==> src/rtl/max_pool_engine.sv <==
// rtl/max_pool_engine.sv - POOLxPOOL max/average pooling engine between the conv2 and flatten BRAMs
// Streams one read per cycle, reduces each window in flight and writes one result per window.

module max_pool_engine #(
  parameter int BITWIDTH = 8,
  parameter int IN_W     = 16,
  parameter int IN_H     = 16,
  parameter int CHANNELS = 4,
  parameter int POOL     = 2,
  parameter int SIGNED   = 0,
  localparam int OW = IN_W / POOL,
  localparam int OH = IN_H / POOL,
  localparam int RA = ($clog2(CHANNELS * IN_W * IN_H) > 0) ? $clog2(CHANNELS * IN_W * IN_H) : 1,
  localparam int WA = ($clog2(CHANNELS * OW * OH) > 0) ? $clog2(CHANNELS * OW * OH) : 1
) (
  input  logic                clk_x5,
  input  logic                rstn,
  input  logic                start,
  input  logic                mode,
  output logic                busy,
  output logic                done,
  output logic                rd_en,
  output logic [RA-1:0]       rd_addr,
  input  logic [BITWIDTH-1:0] rd_data,
  output logic                wr_en,
  output logic [WA-1:0]       wr_addr,
  output logic [BITWIDTH-1:0] wr_data
);

  localparam int LP    = $clog2(POOL);
  localparam int SW    = BITWIDTH + 2 * LP;
  localparam int XW    = (OW > 1) ? $clog2(OW) : 1;
  localparam int YW    = (OH > 1) ? $clog2(OH) : 1;
  localparam int CW    = (CHANNELS > 1) ? $clog2(CHANNELS) : 1;
  localparam int PLANE = IN_W * IN_H;

  typedef enum logic [1:0] {
    IDLE  = 2'd0,
    READ  = 2'd1,
    DRAIN = 2'd2,
    DONE  = 2'd3
  } state_t;

  state_t state_q, state_d;
  logic   mode_q, mode_d;

  logic [LP-1:0] wx_q, wx_d, wx_n;
  logic [LP-1:0] wy_q, wy_d, wy_n;
  logic [XW-1:0] ox_q, ox_d, ox_n;
  logic [YW-1:0] oy_q, oy_d, oy_n;
  logic [CW-1:0] ch_q, ch_d, ch_n;

  logic          rd_en_q, rd_en_d;
  logic [RA-1:0] rd_addr_q, rd_addr_d, addr_n;

  logic          vld_q, vld_d;
  logic          first_q, first_d;
  logic          last_q, last_d;
  logic [SW-1:0] acc_q, acc_d;

  logic                wr_en_q, wr_en_d;
  logic [WA-1:0]       wr_addr_q, wr_addr_d;
  logic [WA-1:0]       wr_idx_q, wr_idx_d;
  logic [BITWIDTH-1:0] wr_data_q, wr_data_d;

  logic wx_last, wy_last, ox_last, oy_last, ch_last;
  logic elem_last, run_last;

  logic                 sign_fill;
  logic [SW-1:0]        elem_ext;
  logic [SW-1:0]        acc_new;
  logic signed [SW-1:0] acc_s;
  logic [BITWIDTH-1:0]  avg;
  logic [BITWIDTH-1:0]  result;

  assign wx_last   = (wx_q == LP'(POOL - 1));
  assign wy_last   = (wy_q == LP'(POOL - 1));
  assign ox_last   = (ox_q == XW'(OW - 1));
  assign oy_last   = (oy_q == YW'(OH - 1));
  assign ch_last   = (ch_q == CW'(CHANNELS - 1));
  assign elem_last = wx_last && wy_last;
  assign run_last  = elem_last && ox_last && oy_last && ch_last;

  // Nested counter carry: window x, window y, ox, oy, channel.
  always_comb begin
    wx_n = wx_q;
    wy_n = wy_q;
    ox_n = ox_q;
    oy_n = oy_q;
    ch_n = ch_q;
    if (!wx_last) begin
      wx_n = wx_q + LP'(1);
    end else begin
      wx_n = '0;
      if (!wy_last) begin
        wy_n = wy_q + LP'(1);
      end else begin
        wy_n = '0;
        if (!ox_last) begin
          ox_n = ox_q + XW'(1);
        end else begin
          ox_n = '0;
          if (!oy_last) begin
            oy_n = oy_q + YW'(1);
          end else begin
            oy_n = '0;
            ch_n = ch_q + CW'(1);
          end
        end
      end
    end
  end

  assign addr_n = RA'(ch_n) * RA'(PLANE)
                + (RA'(oy_n) * RA'(POOL) + RA'(wy_n)) * RA'(IN_W)
                + RA'(ox_n) * RA'(POOL) + RA'(wx_n);

  // Widening by 2*LP bits keeps unsigned data positive, so one signed compare serves both modes.
  assign sign_fill = (SIGNED != 0) && rd_data[BITWIDTH-1];
  assign elem_ext  = {{(2 * LP){sign_fill}}, rd_data};

  always_comb begin
    acc_new = acc_q;
    if (first_q) begin
      acc_new = elem_ext;
    end else if (mode_q) begin
      acc_new = acc_q + elem_ext;
    end else if ($signed(elem_ext) > $signed(acc_q)) begin
      acc_new = elem_ext;
    end
  end

  assign acc_s  = acc_new;
  assign avg    = BITWIDTH'(acc_s >>> (2 * LP));
  assign result = mode_q ? avg : acc_new[BITWIDTH-1:0];

  always_comb begin
    state_d   = state_q;
    mode_d    = mode_q;
    wx_d      = wx_q;
    wy_d      = wy_q;
    ox_d      = ox_q;
    oy_d      = oy_q;
    ch_d      = ch_q;
    rd_en_d   = 1'b0;
    rd_addr_d = rd_addr_q;
    vld_d     = rd_en_q;
    first_d   = (wx_q == '0) && (wy_q == '0);
    last_d    = elem_last;
    acc_d     = acc_q;
    wr_en_d   = 1'b0;
    wr_addr_d = wr_addr_q;
    wr_idx_d  = wr_idx_q;
    wr_data_d = wr_data_q;

    case (state_q)
      IDLE: begin
        if (start) begin
          state_d   = READ;
          mode_d    = mode;
          wx_d      = '0;
          wy_d      = '0;
          ox_d      = '0;
          oy_d      = '0;
          ch_d      = '0;
          wr_idx_d  = '0;
          rd_en_d   = 1'b1;
          rd_addr_d = '0;
        end
      end
      READ: begin
        if (run_last) begin
          state_d = DRAIN;
        end else begin
          wx_d      = wx_n;
          wy_d      = wy_n;
          ox_d      = ox_n;
          oy_d      = oy_n;
          ch_d      = ch_n;
          rd_en_d   = 1'b1;
          rd_addr_d = addr_n;
        end
      end
      DRAIN: begin
        // The last window's write is the one with no element still in flight.
        if (wr_en_q && !vld_q) begin
          state_d = DONE;
        end
      end
      DONE: begin
        state_d = IDLE;
      end
      default: begin
        state_d = IDLE;
      end
    endcase

    if (vld_q) begin
      acc_d = acc_new;
      if (last_q) begin
        wr_en_d   = 1'b1;
        wr_data_d = result;
        wr_addr_d = wr_idx_q;
        wr_idx_d  = wr_idx_q + WA'(1);
      end
    end
  end

  always_ff @(posedge clk_x5 or negedge rstn) begin
    if (!rstn) begin
      state_q   <= IDLE;
      mode_q    <= 1'b0;
      wx_q      <= '0;
      wy_q      <= '0;
      ox_q      <= '0;
      oy_q      <= '0;
      ch_q      <= '0;
      rd_en_q   <= 1'b0;
      rd_addr_q <= '0;
      vld_q     <= 1'b0;
      first_q   <= 1'b0;
      last_q    <= 1'b0;
      acc_q     <= '0;
      wr_en_q   <= 1'b0;
      wr_addr_q <= '0;
      wr_idx_q  <= '0;
      wr_data_q <= '0;
    end else begin
      state_q   <= state_d;
      mode_q    <= mode_d;
      wx_q      <= wx_d;
      wy_q      <= wy_d;
      ox_q      <= ox_d;
      oy_q      <= oy_d;
      ch_q      <= ch_d;
      rd_en_q   <= rd_en_d;
      rd_addr_q <= rd_addr_d;
      vld_q     <= vld_d;
      first_q   <= first_d;
      last_q    <= last_d;
      acc_q     <= acc_d;
      wr_en_q   <= wr_en_d;
      wr_addr_q <= wr_addr_d;
      wr_idx_q  <= wr_idx_d;
      wr_data_q <= wr_data_d;
    end
  end

  assign busy    = (state_q == READ) || (state_q == DRAIN);
  assign done    = (state_q == DONE);
  assign rd_en   = rd_en_q;
  assign rd_addr = rd_addr_q;
  assign wr_en   = wr_en_q;
  assign wr_addr = wr_addr_q;
  assign wr_data = wr_data_q;

endmodule

==> config.mk <==
export PLATFORM = sky130hd
export DESIGN_NAME = max_pool_engine
export DESIGN_NICKNAME = d
export VERILOG_FILES = /design/src/rtl/max_pool_engine.sv
export SDC_FILE = /design/constraint.sdc
export NUM_CORES = 1
export LEC_CHECK = 0
export CAP_MARGIN = 5
export CORE_MARGIN = 2
export CORE_UTILIZATION = 50
export CTS_CLUSTER_DIAMETER = 120
export DETAILED_ROUTE_END_ITERATION = 10
export PLACE_DENSITY_LB_ADDON = 0.3
export REMOVE_ABC_BUFFERS = 1
export SYNTH_ARGS = -nofsm -noshare
export SYNTH_HDL_FRONTEND = slang
export SYNTH_SLANG_ARGS = --single-unit
==> constraint.sdc <==
create_clock -name clk_x5 -period 3.65 [get_ports clk_x5]
set_clock_uncertainty 0.1 [all_clocks]
set_input_delay 0.365 -clock clk_x5 [delete_from_list [all_inputs] [get_ports clk_x5]]
set_output_delay 0.365 -clock clk_x5 [all_outputs]
set_load 0.05 [all_outputs]
==> run summary, run 1 <==
Initial DRT Pass Iterations: 4
# IOs: 42
# DRC: 0
final setup violation count: 0
largest cells by area after synthesis: dfrtp_1, ha_1, nand2_1, o21ai_0, inv_1
crit path launch type: input pin
Post-DP Area: 0.00374 mm^2
CP required: 3.76 ns
hold_buf cts: 0
clock tree buffer depth: 2
status: finished, final reports clean
synth-to-layout area growth: 15.7%
EDFF count, synth: 0
IO Port Bufs: 41
Pwr Density: 263 mW/mm^2
max incr delay on CP: 0.58 ns
first-pass GRT wire length: 12.0 mm
FMAX: 363 MHz
Via density: 5.83
largest net degree at the start of global routing: 48
number of global-route vias before repair: 2536
Cell Chain, Critical Path: clkdlybuf4s50_1 > ha_1 > nand4_2 > a21o_2 > a21oi_2 > a221oi_1 > o211ai_1
fin nets: 433
Register-to-Register Path Depth: 7
RSZ-0062 raised after global routing: no
vias: 2739
Remaining Overflow, GRT: 0
Setup TNS: 0 ns
GRT Util Overall: 20.7%
initial drt markers: 121
Die Wd: 85.4 um
row count: 29
H-Tree Depth: 2
Post-Syn Instances: 356
Bufs and invs on worst path: 1
filler cell count: 563
routed len/inst: 15.5 um
GPL Wtd Cong: 0.880
buffers inserted by post-CTS timing repair: 0
fin crit share: 75.5%
DP HPWL: 5.44 mm
Avg Cell Area, Syn: 9.31 um^2
CTS tree: yes
ys async rst share: 100%
Critical Path Stages: 7
top cell family by delay on the critical path: compound AO/OA/AOI/OAI gates
sequential area share after synthesis: 39.3%
Tmin final: 2.76 ns
Setup CP Type: in -> reg
Max VDD drop: 0.000207 V
clk root buf: clkbuf_8
final hold violations: 0
crit path launch: rd_data[5]
pins over their slew limit: 0
Clock Latency Late Sink: 0.30 ns
PostCTS Resize Cnt: 0
Ant. Diodes: 0
max_cap viols: 0
Design Area, Final: 0.00383 mm^2
Num CTS Buffers: 5
Total Routed Length: 7.29 mm
share of cells above drive strength 1: 7.63%
Die H: 85.4 um
CTS Sinks: 52
Lkg Pwr: 1.70 nW
register bit count reported by yosys: 52
Initial Util: 51.9%
initial antenna violation count: 0
Critical R2R Launch: acc_q[5]$_DFFE_PN0P_
crit end category: register
Least-Margin Pin Slew: 1.01 ns
Unique masters post-synth: 60
relative slew slack: 32.5%
CTS clock-pin slew for the worst setup and hold paths: 0.09 ns
Die ar.: 0.00729 mm^2
CP Max Fanout: 18
top_reg_cell synth: dfrtp_1
Worst Hold Class: in -> async
core outline area: 0.00639 mm^2
Data arrival, critical path: 2.87 ns
Mapped Area: 0.00331 mm^2
YS warnings: 0
top cell type's share of synthesized area: 39.3%
CP max stage cell: a21oi_2
remaining antenna violation count: 0
Yosys top cell by area: dfrtp_1
## cells in the final DEF (no fill, tap or decap), drive strengths merged, types with 9 or more instances in the layout
cell type,count
nand2,55
nor2,26
ha,28
a21oi,16
dfrtp,52
o21ai,23
inv,23
clkdlybuf4s50,40
a211oi,9
## power by group
| group | leakage (nW) | switching, mW | total [mW] | internal [mW] |
|---|---|---|---|---|
| clock network | 0.0455 | 0.178 | 0.333 | 0.155 |
| registers | 0.641 | 0.00193 | 0.579 | 0.577 |
| logic | 1.01 | 0.0562 | 0.0964 | 0.0402 |
| total | 1.70 | 0.236 | 1.01 | 0.772 |
## worst reg2reg max path: stages (launching register included)
cell,delay (ns)
dfrtp_1,0.38
inv_1,0.07
ha_1,0.48
nand4_2,0.18
a21o_2,0.23
a21oi_2,0.58
a221oi_1,0.24
o211ai_1,0.25
## cell usage after synthesis, types with 4 or more instances
library cell / n
nand3_1: 8
nand3b_1: 5
a211oi_1: 9
a22o_1: 5
nor2_1: 23
buf_2: 4
dfrtp_1: 52
o211ai_1: 6
nand4_1: 4
inv_1: 23
and2_1: 5
xnor2_1: 5
o21ai_0: 23
nand2b_1: 5
a21oi_1: 13
nor3_1: 6
a221oi_1: 4
ha_1: 28
a31oi_1: 5
nand2_1: 55
clkbuf_1: 5
## logic make-up (layout without fill, tap and decap cells)
logic type	after synthesis	after routing	share of synthesized area (%)
adder cells (fa/ha/maj)	29	29	11.2
AND/OR/NAND/NOR	134	134	21.0
flip-flops	52	52	39.3
multiplexers	4	4	1.28
AO/OA/AOI/OAI	91	91	19.6
XOR/XNOR	8	8	2.11
buffers and inverters	38	75	5.48
## state kept, by name, summed over array words and instances (netlist names)
signal / flops
acc_q: 10
ch_q: 2
first_q: 1
last_q: 1
mode_q: 1
ox_q: 2
oy_q: 2
rd_addr: 4
rd_en: 1
state_q: 2
vld_q: 1
wr_addr: 8
wr_data: 8
wr_en: 1
wr_idx_q: 8
## metal layers
metal / vias up / track usage, % / part of all wire [%]
met5: - / 0 / 0
met4: 0 / 4.76 / 0.99
li1: 1338 / - / -
met3: 8 / 4.38 / 6.8
met2: 84 / 32.7 / 46
met1: 1309 / 29.3 / 46
## final timing paths
check	endpoint	slack (ns)
min in group clk_x5	vld_q$_DFF_PN0_	0.29
worst max register to register	wr_data[4]$_DFFE_PN0P_	1.05
worst max-delay path	wr_data[4]$_DFFE_PN0P_	0.89
max in group asynchronous	ch_q[1]$_DFFE_PN0P_	2.63
worst min-delay path	acc_q[5]$_DFFE_PN0P_	0.13
worst min register to register	vld_q$_DFF_PN0_	0.29
## per-stage QoR
step | std cells | worst slack [ns] | power, mW | util [%] | hold slack, ns
after floorplan | 341 | 1.21 | 0.645 | - | -0.0306
after global placement | 462 | 0.687 | 0.685 | 58.6 | 0.268
after detailed placement | 462 | 0.581 | 0.686 | 58.6 | 0.279
after CTS | 470 | 0.894 | 1.01 | 60.0 | 0.169
after global routing | 470 | 0.681 | 1.05 | 60.0 | 0.225
final | 470 | 0.894 | 1.01 | 60.0 | 0.129
## layout make-up
cell class | count | area [um^2] | share of cell area (%)
Tap cell | 77 | 96.3 | 2.51
Timing Repair Buffer | 44 | 428 | 11.2
Inverter | 23 | 86.3 | 2.25
Sequential cell | 52 | 1300 | 34.0
Clock buffer | 8 | 90.1 | 2.35
Multi-Input combinational cell | 266 | 1830 | 47.8
Note: power is estimated with default switching activity, not from simulation.
==> run 2: changes to the inputs <==
==> constraint.sdc (replaced) <==
create_clock -name clk_x5 -period 2.6 [get_ports clk_x5]
set_clock_uncertainty 0.1 [all_clocks]
set_input_delay 0.26 -clock clk_x5 [delete_from_list [all_inputs] [get_ports clk_x5]]
set_output_delay 0.26 -clock clk_x5 [all_outputs]
set_load 0.05 [all_outputs]
==> run summary, run 2 (synthesis gave the netlist of run 1 again) <==
CP required: 2.68 ns
largest net degree at the start of global routing: 24
Die ar.: 0.00729 mm^2
Cell Chain, Critical Path: inv_1 > ha_1 > buf_4 > and2b_1 > o311ai_2 > a31oi_1 > a31oi_2 > xor2_1 > o211ai_1
leading cell types in the layout, fill and taps excluded: nand2_1, dfrtp_1, clkdlybuf4s50_1
Pwr Density: 421 mW/mm^2
Die Wd: 85.4 um
# IOs: 42
max_cap viols: 0
final setup violation count: 0
initial drt markers: 269
area occupied by multi-input gates: 0.00186 mm^2
GPL Wtd Cong: 0.925
FMAX: 405 MHz
initial antenna violation count: 0
Post-Place Worst Slack: -0.214 ns
max incr delay on CP: 0.37 ns
WHS Endpoint: vld_q$_DFF_PN0_
fin crit share: 95.0%
Least-Margin Pin Slew: 0.729 ns
Via density: 5.84
Hold Startpoint: rd_en$_DFF_PN0_
max FFs per register: 10
GRT Util Overall: 22.4%
Setup TNS: 0 ns
first-pass GRT wire length: 13.0 mm
Worst Hold Class: reg -> reg
vias: 2898
Total Routed Length: 7.86 mm
Clock Latency Late Sink: 0.30 ns
CTS tree: yes
routed len/inst: 15.9 um
final hold violations: 0
Die H: 85.4 um
clk root buf: clkbuf_8
Initial DRT Pass Iterations: 5
final worst-path setup slack: 0.131 ns
Tmin final: 2.47 ns
CP Max Fanout: 4
filler cell count: 512
Data arrival, critical path: 2.55 ns
Bufs and invs on worst path: 2
pins over their slew limit: 0
R2R setup slack: 0.13 ns
Critical R2R Launch: acc_q[1]$_DFFE_PN0P_
Lkg Pwr: 1.86 nW
remaining antenna violation count: 0
share of cells above drive strength 1: 14.3%
fin nets: 459
buffers inserted by post-CTS timing repair: 0
Register-to-Register Path Depth: 9
row count: 29
FF/Latch Area: 0.00130 mm^2
synth-to-layout area growth: 24.7%
CP max stage cell: dfrtp_1
number of global-route vias before repair: 2659
most common cell after layout, fill and taps aside: nand2_1
Hold Path Depth: 0
relative slew slack: 51.2%
Reg2Reg Capture Point: wr_data[7]$_DFFE_PN0P_
Setup CP Type: reg -> reg
DP HPWL: 5.85 mm
Remaining Overflow, GRT: 0
crit end category: register
Initial Util: 51.9%
status: finished, final reports clean
CTS clock-pin slew for the worst setup and hold paths: 0.09 ns
IO Port Bufs: 41
clock tree buffer depth: 2
Num CTS Buffers: 5
top cell family by delay on the critical path: compound AO/OA/AOI/OAI gates
CTS Sinks: 52
Top reg by flops: acc_q
H-Tree Depth: 2
# DRC: 0
Max VDD drop: 0.000426 V
Ant. Diodes: 0
core outline area: 0.00639 mm^2
crit path launch type: register
==> run 2: cell types whose count changed in the layout (fill, tap and decap cells not counted), sizes merged <==
cell / before / now
bufinv: 0 / 3
dlygate4sd3: 0 / 1
buf: 4 / 29
clkbuf: 8 / 5
==> run 2: metrics by stage <==
stage,instances,hold WS (ns),cell area [um^2],util (%),power [mW]
2_1_floorplan,341,-0.136,3220,-,0.905
3_3_place_gp,487,0.161,3930,61.5,0.992
3_5_place_dp,487,0.156,3930,61.5,0.993
4_1_cts,496,0.320,4100,64.2,1.74
5_1_grt,496,0.322,4130,64.7,1.79
6_report,496,0.316,4130,64.7,1.74
==> run 2: routing by layer <==
metal / vias up / wire length, um / track usage [%]
met5: - / 0 / 0
met4: 0 / 95 / 5.19
met3: 15 / 449 / 2.72
met2: 128 / 3670 / 34.3
met1: 1365 / 3650 / 34.1
li1: 1390 / - / -
==> run 2: worst max path at each step <==
stage	startpoint	to	slack (ns)	depth (start not counted)
after floorplan	oy_q[0]$_DFFE_PN0P_	ch_q[0]$_DFFE_PN0P_	0.16	8
after global placement	rd_data[0]	acc_q[8]$_DFFE_PN0P_	-0.16	10
after detailed placement	rd_data[0]	acc_q[8]$_DFFE_PN0P_	-0.21	10
after CTS	acc_q[1]$_DFFE_PN0P_	wr_data[0]$_DFFE_PN0P_	0.03	8
after global routing	rd_data[0]	acc_q[8]$_DFFE_PN0P_	-0.03	10
final	acc_q[1]$_DFFE_PN0P_	wr_data[7]$_DFFE_PN0P_	0.13	9
==> run 2: final cells by class <==
| class | instances | area share (%) |
|---|---|---|
| Clock buffer | 5 | 1.67 |
| Inverter | 23 | 2.09 |
| Tap cell | 77 | 2.33 |
| Clock inverter | 3 | 2.18 |
| Sequential cell | 52 | 31.5 |
| Timing Repair Buffer | 70 | 15.1 |
| Multi-Input combinational cell | 266 | 45.1 |
==> run 2: power by group <==
group,switching (mW),internal [mW]
Clock,0.271,0.481
Sequential,0.00108,0.810
Combinational,0.0933,0.0813
Total,0.365,1.37
==> run 2: repair_timing <==
action / in CTS / in global routing
hold buffers: 1 / 0
gates resized for setup: 0 / 5
endpoints found under the hold margin: 21 / 0
setup endpoints to repair: 0 / 12
==> run 3: changes to the inputs <==
--- a/config.mk
+++ b/config.mk
@@ -12,6 +12,7 @@
 export DETAILED_ROUTE_END_ITERATION = 10
 export PLACE_DENSITY_LB_ADDON = 0.3
 export REMOVE_ABC_BUFFERS = 1
+export SLEW_MARGIN = 25
 export SYNTH_ARGS = -nofsm -noshare
 export SYNTH_HDL_FRONTEND = slang
 export SYNTH_SLANG_ARGS = --single-unit
==> constraint.sdc (replaced) <==
create_clock -name clk_x5 -period 2.6 [get_ports clk_x5]
set_clock_uncertainty 0.1 [all_clocks]
set_input_delay 0.52 -clock clk_x5 [delete_from_list [all_inputs] [get_ports clk_x5]]
set_output_delay 0.52 -clock clk_x5 [all_outputs]
set_load 0.05 [all_outputs]
==> run summary, run 3 (synthesis gave the netlist of run 1 again) <==
Worst Hold Class: in -> async
max incr delay on CP: 0.53 ns
Internal: 1.13 mW
Setup CP Type: in -> reg
RSZ-0062 raised after global routing: yes
status: finished, final reports clean
Pwr Density: 343 mW/mm^2
routed len/inst: 16.5 um
Cell Chain, Critical Path: clkdlybuf4s50_1 > ha_4 > buf_4 > and2b_2 > o21bai_4 > a31oi_4 > nand2_1 > or4_1 > nand3_1
final setup violation count: 0
area occupied by multi-input gates: 0.00204 mm^2
hold slack: 0.145 ns
final hold violations: 0
Remaining Overflow, GRT: 0
Clock power frac: 31.5%
Die ar.: 0.00729 mm^2
FF/Latch Area: 0.00130 mm^2
Reg2Reg Capture Point: acc_q[8]$_DFFE_PN0P_
relative slew slack: 40.1%
Critical R2R Launch: acc_q[0]$_DFFE_PN0P_
Bufs and invs on worst path: 2
Data arrival, critical path: 2.69 ns
vias: 2988
H-Tree Depth: 2
share of cells above drive strength 1: 21.1%
remaining antenna violation count: 0
Final Power: 1.49 mW
# DRC: 0
# IOs: 42
FMAX: 392 MHz
max_cap viols: 0
Sw Ratio: 24.3%
Die Wd: 85.4 um
Flop pwr share: 54.4%
CP Max Fanout: 5
core outline area: 0.00639 mm^2
hold_buf cts: 0
clock tree buffer depth: 2
Die H: 85.4 um
synth-to-layout area growth: 31.2%
Num CTS Buffers: 5
number of global-route vias before repair: 2825
first-pass GRT wire length: 13.6 mm
CTS clock-pin slew for the worst setup and hold paths: 0.09 ns
clk root buf: clkbuf_8
CTS Sinks: 52
Initial DRT Pass Iterations: 5
IO Port Bufs: 41
crit end category: register
Top reg by flops: acc_q
Register-to-Register Path Depth: 9
Tmin final: 2.55 ns
filler cell count: 500
Initial Util: 51.9%
GPL Wtd Cong: 0.911
fin crit share: 98.2%
Net Switching: 0.362 mW
GRT Util Overall: 23.0%
combinational share of power: 14.2%
initial antenna violation count: 0
CTS tree: yes
Lkg Pwr: 1.93 nW
Via density: 5.84
Max VDD drop: 0.000291 V
R2R setup slack: 0.11 ns
fin nets: 475
row count: 29
crit path launch type: input pin
most common cell after layout, fill and taps aside: nand2_1
initial drt markers: 209
leading cell types in the layout, fill and taps excluded: nand2_1, dfrtp_1, buf_4
Total Routed Length: 8.47 mm
Ant. Diodes: 0
largest net degree at the start of global routing: 31
CP required: 2.74 ns
max FFs per register: 10
DP HPWL: 5.97 mm
top cell family by delay on the critical path: simple AND/OR/NAND/NOR gates
CP max stage cell: clkdlybuf4s50_1
pins over their slew limit: 0
Clock Latency Late Sink: 0.29 ns
Least-Margin Pin Slew: 0.895 ns
## run 3: what timing repair did
item,CTS,global route
endpoints found under the setup margin,17,19
buffers inserted,2,8
gates cloned,0,1
pin swaps,8,9
gates resized for setup,15,21
## run 3: metal layers
metal,global-route usage (%),routed length (um),vias to the layer above
li1,-,-,1425
met1,33.0,3870,1434
met2,37.9,4000,113
met3,3.79,501,16
met4,3.32,97,0
met5,0,0,-
## run 3: power by group through the flow
| stage | logic [mW] | registers, mW | clock network [mW] |
|---|---|---|---|
| 2_1_floorplan | 0.0771 | 0.828 | 0 |
| 3_3_place_gp | 0.169 | 0.826 | 0 |
| 3_5_place_dp | 0.172 | 0.826 | 0 |
| 4_1_cts | 0.184 | 0.810 | 0.480 |
| 5_1_grt | 0.228 | 0.811 | 0.503 |
| 6_report | 0.211 | 0.810 | 0.469 |
## run 3: worst reg2reg max path, cell delays in order, from the launching register on
cell and delay, ns:
dfrtp_1 0.42, ha_2 0.21, inv_1 0.05, fa_2 0.37
o21bai_4 0.16, nand3b_1 0.18, a31oi_4 0.24, nand2_1 0.09
or4_1 0.53, nand3_1 0.08
## run 3: how the worst max path moves through the flow
stage	start	endpoint	slack [ns]	depth (start not counted)
4_1_cts	rd_data[5]	wr_data[4]$_DFFE_PN0P_	-0.02	10
2_1_floorplan	oy_q[0]$_DFFE_PN0P_	ch_q[0]$_DFFE_PN0P_	0.16	8
5_1_grt	rd_data[5]	acc_q[8]$_DFFE_PN0P_	-0.06	8
3_3_place_gp	rd_data[1]	wr_data[0]$_DFFE_PN0P_	-0.45	8
3_5_place_dp	rd_data[1]	wr_data[0]$_DFFE_PN0P_	-0.52	8
6_report	rd_data[4]	acc_q[8]$_DFFE_PN0P_	0.05	9
## run 3: area by class of cell
| class | instances | share of cell area, % |
|---|---|---|
| clock buffers | 8 | 2.07 |
| inverters | 23 | 1.99 |
| multi-input cells | 267 | 46.8 |
| flip-flops and latches | 52 | 29.9 |
| well taps | 77 | 2.22 |
| repair buffers | 85 | 17.0 |
## run 3: through the flow
stage | setup WS (ns) | utilization, % | cell area (um^2) | TNS, ns | cells
finish | 0.0469 | 68.1 | 4350 | 0 | 512
CTS | -0.0171 | 65.0 | 4150 | -0.0171 | 503
detailed placement | -0.522 | 62.2 | 3980 | -7.28 | 493
global route | -0.0623 | 68.1 | 4350 | -0.118 | 512
global placement | -0.449 | 62.2 | 3980 | -6.41 | 493
floorplan | 0.160 | - | 3220 | 0 | 341
